==> src/rtl/tl_monitor_if.sv <==
// Light bus seen by the traffic-light monitor, plus the decoded status it reports.
interface tl_monitor_if #(
   parameter int unsigned CNT_W = 8
) ();
   logic [2:0]       leds;
   logic             err_clr;
   logic [2:0]       phase;
   logic             phase_done;
   logic [2:0]       last_phase;
   logic [CNT_W-1:0] phase_len;
   logic [2:0]       err;

   modport master (
      output leds, err_clr,
      input  phase, phase_done, last_phase, phase_len, err
   );

   modport slave (
      input  leds, err_clr,
      output phase, phase_done, last_phase, phase_len, err
   );
endinterface

==> src/rtl/tl_monitor.sv <==
// Passive checker on the traffic_light leds bus: decodes phases, measures their
// length in cycles and flags illegal codes, illegal ordering and timing violations.
module tl_monitor #(
   parameter int unsigned CNT_W         = 8,
   parameter int unsigned YELLOW_CYC    = 7,
   parameter int unsigned RED_CYC       = 5,
   parameter int unsigned GREEN_MIN_CYC = 61,
   parameter int unsigned GREEN_MAX_CYC = 121
) (
   input  logic          clk,
   input  logic          rst,
   tl_monitor_if.slave   bus
);

   typedef enum logic [2:0] {
      PH_OFF     = 3'd0,
      PH_GREEN   = 3'd1,
      PH_YELLOW  = 3'd2,
      PH_RED     = 3'd3,
      PH_ILLEGAL = 3'd4
   } phase_e;

   localparam logic [CNT_W-1:0] CNT_MAX = '1;

   phase_e           d_c;
   phase_e           phase_q;
   phase_e           last_q;
   logic [CNT_W-1:0] cnt_q;
   logic [CNT_W-1:0] len_q;
   logic             done_q;
   logic             checked_q;
   logic [2:0]       err_q;

   logic             end_c;
   logic             illegal_c;
   logic             order_c;
   logic             timing_c;
   logic [2:0]       set_c;

   // Bus decode: exactly one lamp lit, or all dark; anything else is illegal.
   always_comb begin
      d_c = PH_ILLEGAL;
      case (bus.leds)
         3'b000:  d_c = PH_OFF;
         3'b100:  d_c = PH_GREEN;
         3'b010:  d_c = PH_YELLOW;
         3'b001:  d_c = PH_RED;
         default: d_c = PH_ILLEGAL;
      endcase
   end

   // Error events for this cycle; last_q doubles as the phase the current one was entered from.
   always_comb begin
      end_c     = (d_c != phase_q);
      illegal_c = (d_c == PH_ILLEGAL) || (phase_q == PH_ILLEGAL);
      order_c   = end_c && (((phase_q == PH_YELLOW) && (d_c == PH_GREEN)) ||
                            ((phase_q == PH_RED)    && (d_c == PH_YELLOW)));
      timing_c  = 1'b0;
      if (end_c && checked_q) begin
         case (phase_q)
            PH_YELLOW: timing_c = (last_q == PH_GREEN) &&
                                  (cnt_q != CNT_W'(YELLOW_CYC));
            PH_RED:    timing_c = (d_c == PH_GREEN) &&
                                  (cnt_q < CNT_W'(RED_CYC));
            PH_GREEN:  timing_c = (d_c == PH_YELLOW) &&
                                  ((cnt_q < CNT_W'(GREEN_MIN_CYC)) ||
                                   (cnt_q > CNT_W'(GREEN_MAX_CYC)));
            default:   timing_c = 1'b0;
         endcase
      end
      set_c = {timing_c, order_c, illegal_c};
   end

   always_ff @(posedge clk or posedge rst) begin
      if (rst) begin
         phase_q   <= PH_OFF;
         last_q    <= PH_OFF;
         cnt_q     <= '0;
         len_q     <= '0;
         done_q    <= 1'b0;
         checked_q <= 1'b0;
         err_q     <= 3'b000;
      end else begin
         done_q <= end_c;
         // A fresh error event wins over a simultaneous clear.
         err_q  <= (err_q & {3{~bus.err_clr}}) | set_c;
         if (end_c) begin
            phase_q   <= d_c;
            last_q    <= phase_q;
            len_q     <= cnt_q;
            cnt_q     <= CNT_W'(1);
            checked_q <= phase_q inside {PH_GREEN, PH_YELLOW, PH_RED};
         end else if (cnt_q != CNT_MAX) begin
            cnt_q <= cnt_q + CNT_W'(1);
         end
      end
   end

   assign bus.phase      = phase_q;
   assign bus.phase_done = done_q;
   assign bus.last_phase = last_q;
   assign bus.phase_len  = len_q;
   assign bus.err        = err_q;

endmodule

==> src/flat_wrapper.sv <==
// flat-port wrapper written by rule: the top's interface ports become plain ports
module tl_monitor_flat 
#(
   parameter int unsigned CNT_W         = 8,
   parameter int unsigned YELLOW_CYC    = 7,
   parameter int unsigned RED_CYC       = 5,
   parameter int unsigned GREEN_MIN_CYC = 61,
   parameter int unsigned GREEN_MAX_CYC = 121
)
  (clk, rst, bus_leds, bus_err_clr, bus_phase, bus_phase_done, bus_last_phase, bus_phase_len, bus_err);
  tl_monitor_if #(.CNT_W(CNT_W)) bus_i ();
  input  logic clk;
  input  logic rst;
  input wire logic [$bits(bus_i.leds)-1:0] bus_leds;
  input wire logic [$bits(bus_i.err_clr)-1:0] bus_err_clr;
  output wire logic [$bits(bus_i.phase)-1:0] bus_phase;
  output wire logic [$bits(bus_i.phase_done)-1:0] bus_phase_done;
  output wire logic [$bits(bus_i.last_phase)-1:0] bus_last_phase;
  output wire logic [$bits(bus_i.phase_len)-1:0] bus_phase_len;
  output wire logic [$bits(bus_i.err)-1:0] bus_err;
  assign bus_i.leds = bus_leds;
  assign bus_i.err_clr = bus_err_clr;
  assign bus_phase = bus_i.phase;
  assign bus_phase_done = bus_i.phase_done;
  assign bus_last_phase = bus_i.last_phase;
  assign bus_phase_len = bus_i.phase_len;
  assign bus_err = bus_i.err;
  tl_monitor #(.CNT_W(CNT_W), .YELLOW_CYC(YELLOW_CYC), .RED_CYC(RED_CYC), .GREEN_MIN_CYC(GREEN_MIN_CYC), .GREEN_MAX_CYC(GREEN_MAX_CYC)) u_core (.clk(clk), .rst(rst), .bus(bus_i));
endmodule
==> config.mk <==
export PLATFORM = sky130hd
export DESIGN_NAME = tl_monitor_flat
export DESIGN_NICKNAME = d
export VERILOG_FILES = /design/src/rtl/tl_monitor_if.sv /design/src/rtl/tl_monitor.sv /design/src/flat_wrapper.sv
export SDC_FILE = /design/constraint.sdc
export NUM_CORES = 1
export LEC_CHECK = 0
export BUFFER_PORTS_ARGS = -buffer_cell sky130_fd_sc_hd__buf_2
export CAP_MARGIN = 20
export CORE_MARGIN = 3
export CORE_UTILIZATION = 49
export DETAILED_ROUTE_END_ITERATION = 10
export PLACE_DENSITY_LB_ADDON = 0.3
export SLEW_MARGIN = 40
export SYNTH_ARGS = -nofsm -noshare
export SYNTH_HDL_FRONTEND = slang
export SYNTH_SLANG_ARGS = --single-unit
==> constraint.sdc <==
create_clock -name clk -period 2.1 [get_ports clk]
set_clock_uncertainty 0.2 [all_clocks]
set_input_delay 0.63 -clock clk [delete_from_list [all_inputs] [get_ports clk]]
set_output_delay 0.63 -clock clk [all_outputs]
set_load 0.02 [all_outputs]
==> impl_metrics.json <==
{
  "outcome": "complete, no violations",
  "synth-seq-area-share_pct": 48.6,
  "path_cells": "or3b_1 > o22a_2 > o21ai_4 > buf_12 > inv_4 > mux2_4",
  "placedCellCount": 181,
  "drive_above_1_share_pct": 42.3,
  "final_cell_mix": "dfrtp_1, buf_2, buf_4",
  "crit_family": "flip-flops",
  "path_buf_inv": 2,
  "cts-hold-fix-buffers": 0,
  "place.gp.congestion": 0.850,
  "p_per_area_nw_per_um2": 612,
  "dpl.hpwl_mm": 2.04,
  "cp_slowest_cell": "dfrtp_1",
  "hp-class": "in -> async",
  "seq_power_share_pct": 56.4,
  "reg2reg_depth": 6,
  "crit_path_start_kind": "flop",
  "die_area_um2": 3510,
  "p_sw_share_pct": 28.7,
  "yosysTopAreaCell": "dfrtp_1",
  "syn_area_per_cell_um2": 11.8,
  "finalHoldViolCount": 0,
  "drv_cap": 0,
  "wire_per_inst_um": 14.8,
  "nets": 166,
  "finish.utilization_pct": 64.8,
  "p_leak_nw": 0.807,
  "yosys_warnings": 0,
  "drc": 0,
  "cts.sink_count": 27,
  "relSlewSlack_pct": 75.7,
  "start_util_pct": 53.7,
  "grt_pass1_wl_mm": 4.60,
  "crit_fanout": 13,
  "rsz0062_at_grt": "true",
  "synth_ff_type": "dfrtp_1",
  "ant_nets": 0,
  "layout_commonest_cell": "dfrtp_1",
  "vias_per_cell": 5.58,
  "p_clk_share_pct": 21.6,
  "ir_drop_mv": 0.408,
  "dr.first_iter.drc_count": 21,
  "cts_tree": "yes",
  "setup_viol": 0,
  "total_power_mw": 1.03,
  "grt_max_degree": 28,
  "num-fill-cells": 213,
  "grt_overflow": 0,
  "final_cell_area_um2": 1680,
  "cts_root_buf": "clkbuf_4",
  "area_growth_pct": 20.7,
  "cts_buffer_depth": 2,
  "reg2reg_from": "u_core.bus.phase[1]",
  "net-switching-power_mw": 0.295,
  "cp.arrival_ns": 2.10,
  "max_stage_delay_ns": 0.44,
  "synth_edf_count": 0,
  "grt_pass1_vias": 1019,
  "insertion_delay_ns": 0.32,
  "whs_ns": 0.135,
  "power.internal_mw": 0.733,
  "end_kind": "flop",
  "vias": 1038,
  "placed_cell_area_um2": 1620,
  "totalWireLength_mm": 2.75,
  "period_share_pct": 98.9,
  "cts.clk_slew.worst_paths_ns": 0.14,
  "port_buffers": 23,
  "synth_area_um2": 1390,
  "cts_made_buffers": 3,
  "synthArstFlopShare_pct": 100,
  "fp.dieW_um": 59.3,
  "critical_path_class": "reg -> reg",
  "ff2ff_setup_slack_ns": 0.02,
  "synth_top_area_share_pct": 48.6,
  "crit_required_ns": 2.12,
  "yosys-top-cells-area": "dfrtp_1, mux2_4, nor2_1, ha_1, xnor2_1",
  "tightest_slew_ns": 0.356,
  "grt_use_total_pct": 17.4,
  "instances_no_fill": 186,
  "synth.distinct_cells": 43,
  "max_freq_ghz": 0.481,
  "htreeDepth": 1,
  "finalSetupTns_ns": 0,
  "fin_ws_ns": 0.0226,
  "combPwrFrac_pct": 22.0,
  "ys_seq_elements": 27,
  "fin_crit_ns": 2.08,
  "synth_fp_nets": 127,
  "placementRows": 18,
  "pre_cts_ws_ns": -0.299,
  "boundaryPins": 24,
  "dr.pass1.iters": 4,
  "r2r-end": "u_core.checked_q",
  "n_antenna_cell": 0,
  "report.final.slew_viol_count": 0,
  "dieHeight_um": 59.3,
  "antenna_found_initial": 0,
  "syn_inst": 118,
  "core_um2": 2590
}
==> cells in the mapped netlist (2+ instances only) <==
cell type and count:
nor2_1 14, inv_1 5, nand2_1 2, nor3_1 2, a311oi_1 2, nand2b_1 2
and3_1 2, nand4_1 2, xnor2_1 3, dfrtp_1 27, mux2_2 2, clkbuf_1 3
nand3_1 4, and4_1 2, a21oi_1 3, buf_6 2, mux2_4 10, o21ai_0 2
ha_1 3, a211oi_1 3
==> final cells by class <==
| class | count | area [µm²] | share of cell area (%) |
|---|---|---|---|
| well taps | 30 | 37.5 | 2.24 |
| repair buffers | 41 | 267 | 15.9 |
| multi-input cells | 78 | 646 | 38.5 |
| flip-flops and latches | 27 | 677 | 40.3 |
| inverters | 6 | 25.0 | 1.49 |
| clock buffers | 4 | 26.3 | 1.57 |
==> power by group through the flow <==
stage / clock network, mW / registers (mW) / logic, mW
4_1_cts: 0.229 / 0.580 / 0.226
3_3_place_gp: 0 / 0.587 / 0.216
3_5_place_dp: 0 / 0.589 / 0.222
2_1_floorplan: 0 / 0.612 / 0.123
6_report: 0.222 / 0.579 / 0.226
5_1_grt: 0.251 / 0.585 / 0.247
==> worst max path at each step <==
| stage | cells after the start | to | start | slack (ns) |
|---|---|---|---|---|
| detailed placement | 7 | u_core.checked_q | bus_leds[0] | -0.30 |
| CTS | 6 | u_core.checked_q | u_core.bus.phase[1] | 0.03 |
| global placement | 7 | u_core.checked_q | bus_leds[0] | -0.26 |
| global route | 7 | u_core.cnt_q[7] | u_core.bus.phase[1] | -0.03 |
| floorplan | 6 | u_core.bus.last_phase[0] | bus_leds[0] | -0.25 |
| finish | 6 | u_core.checked_q | u_core.bus.phase[1] | 0.02 |
==> flip-flops by register name, summed over array words and instances (netlist names) <==
name                   count
u_core.cnt_q               8
u_core.bus.last_phase      3
u_core.bus.err             3
u_core.bus.phase_len       8
u_core.bus.phase           3
u_core.checked_q           1
u_core.bus.phase_done      1
==> tightest hold or removal path, stage by stage <==
cell and delay [ns]:
buf_2 0.09, inv_1 0.04, buf_4 0.31
==> logic make-up after synthesis <==
| kind of cell | synth area share (%) |
|---|---|
| XOR/XNOR | 2.52 |
| adder cells (fa/ha/maj) | 3.42 |
| AO/OA/AOI/OAI | 11.0 |
| buffers and inverters | 6.03 |
| AND/OR/NAND/NOR | 16.0 |
| multiplexers | 12.4 |
| flip-flops | 48.6 |
==> metal layers <==
metal	share of wire, %	wire, µm	GRT usage (%)
met1	44	1220	22.2
met2	51	1400	29.8
met3	3.7	102	2.61
met4	1.1	30	5.83
met5	0	0	0
==> repair_timing <==
action / 4_1_cts / 5_1_grt
setup endpoints to repair: 3 / 6
setup buffers: 1 / 0
gates resized for setup: 2 / 3
Note: power is estimated with default switching activity, not from simulation.
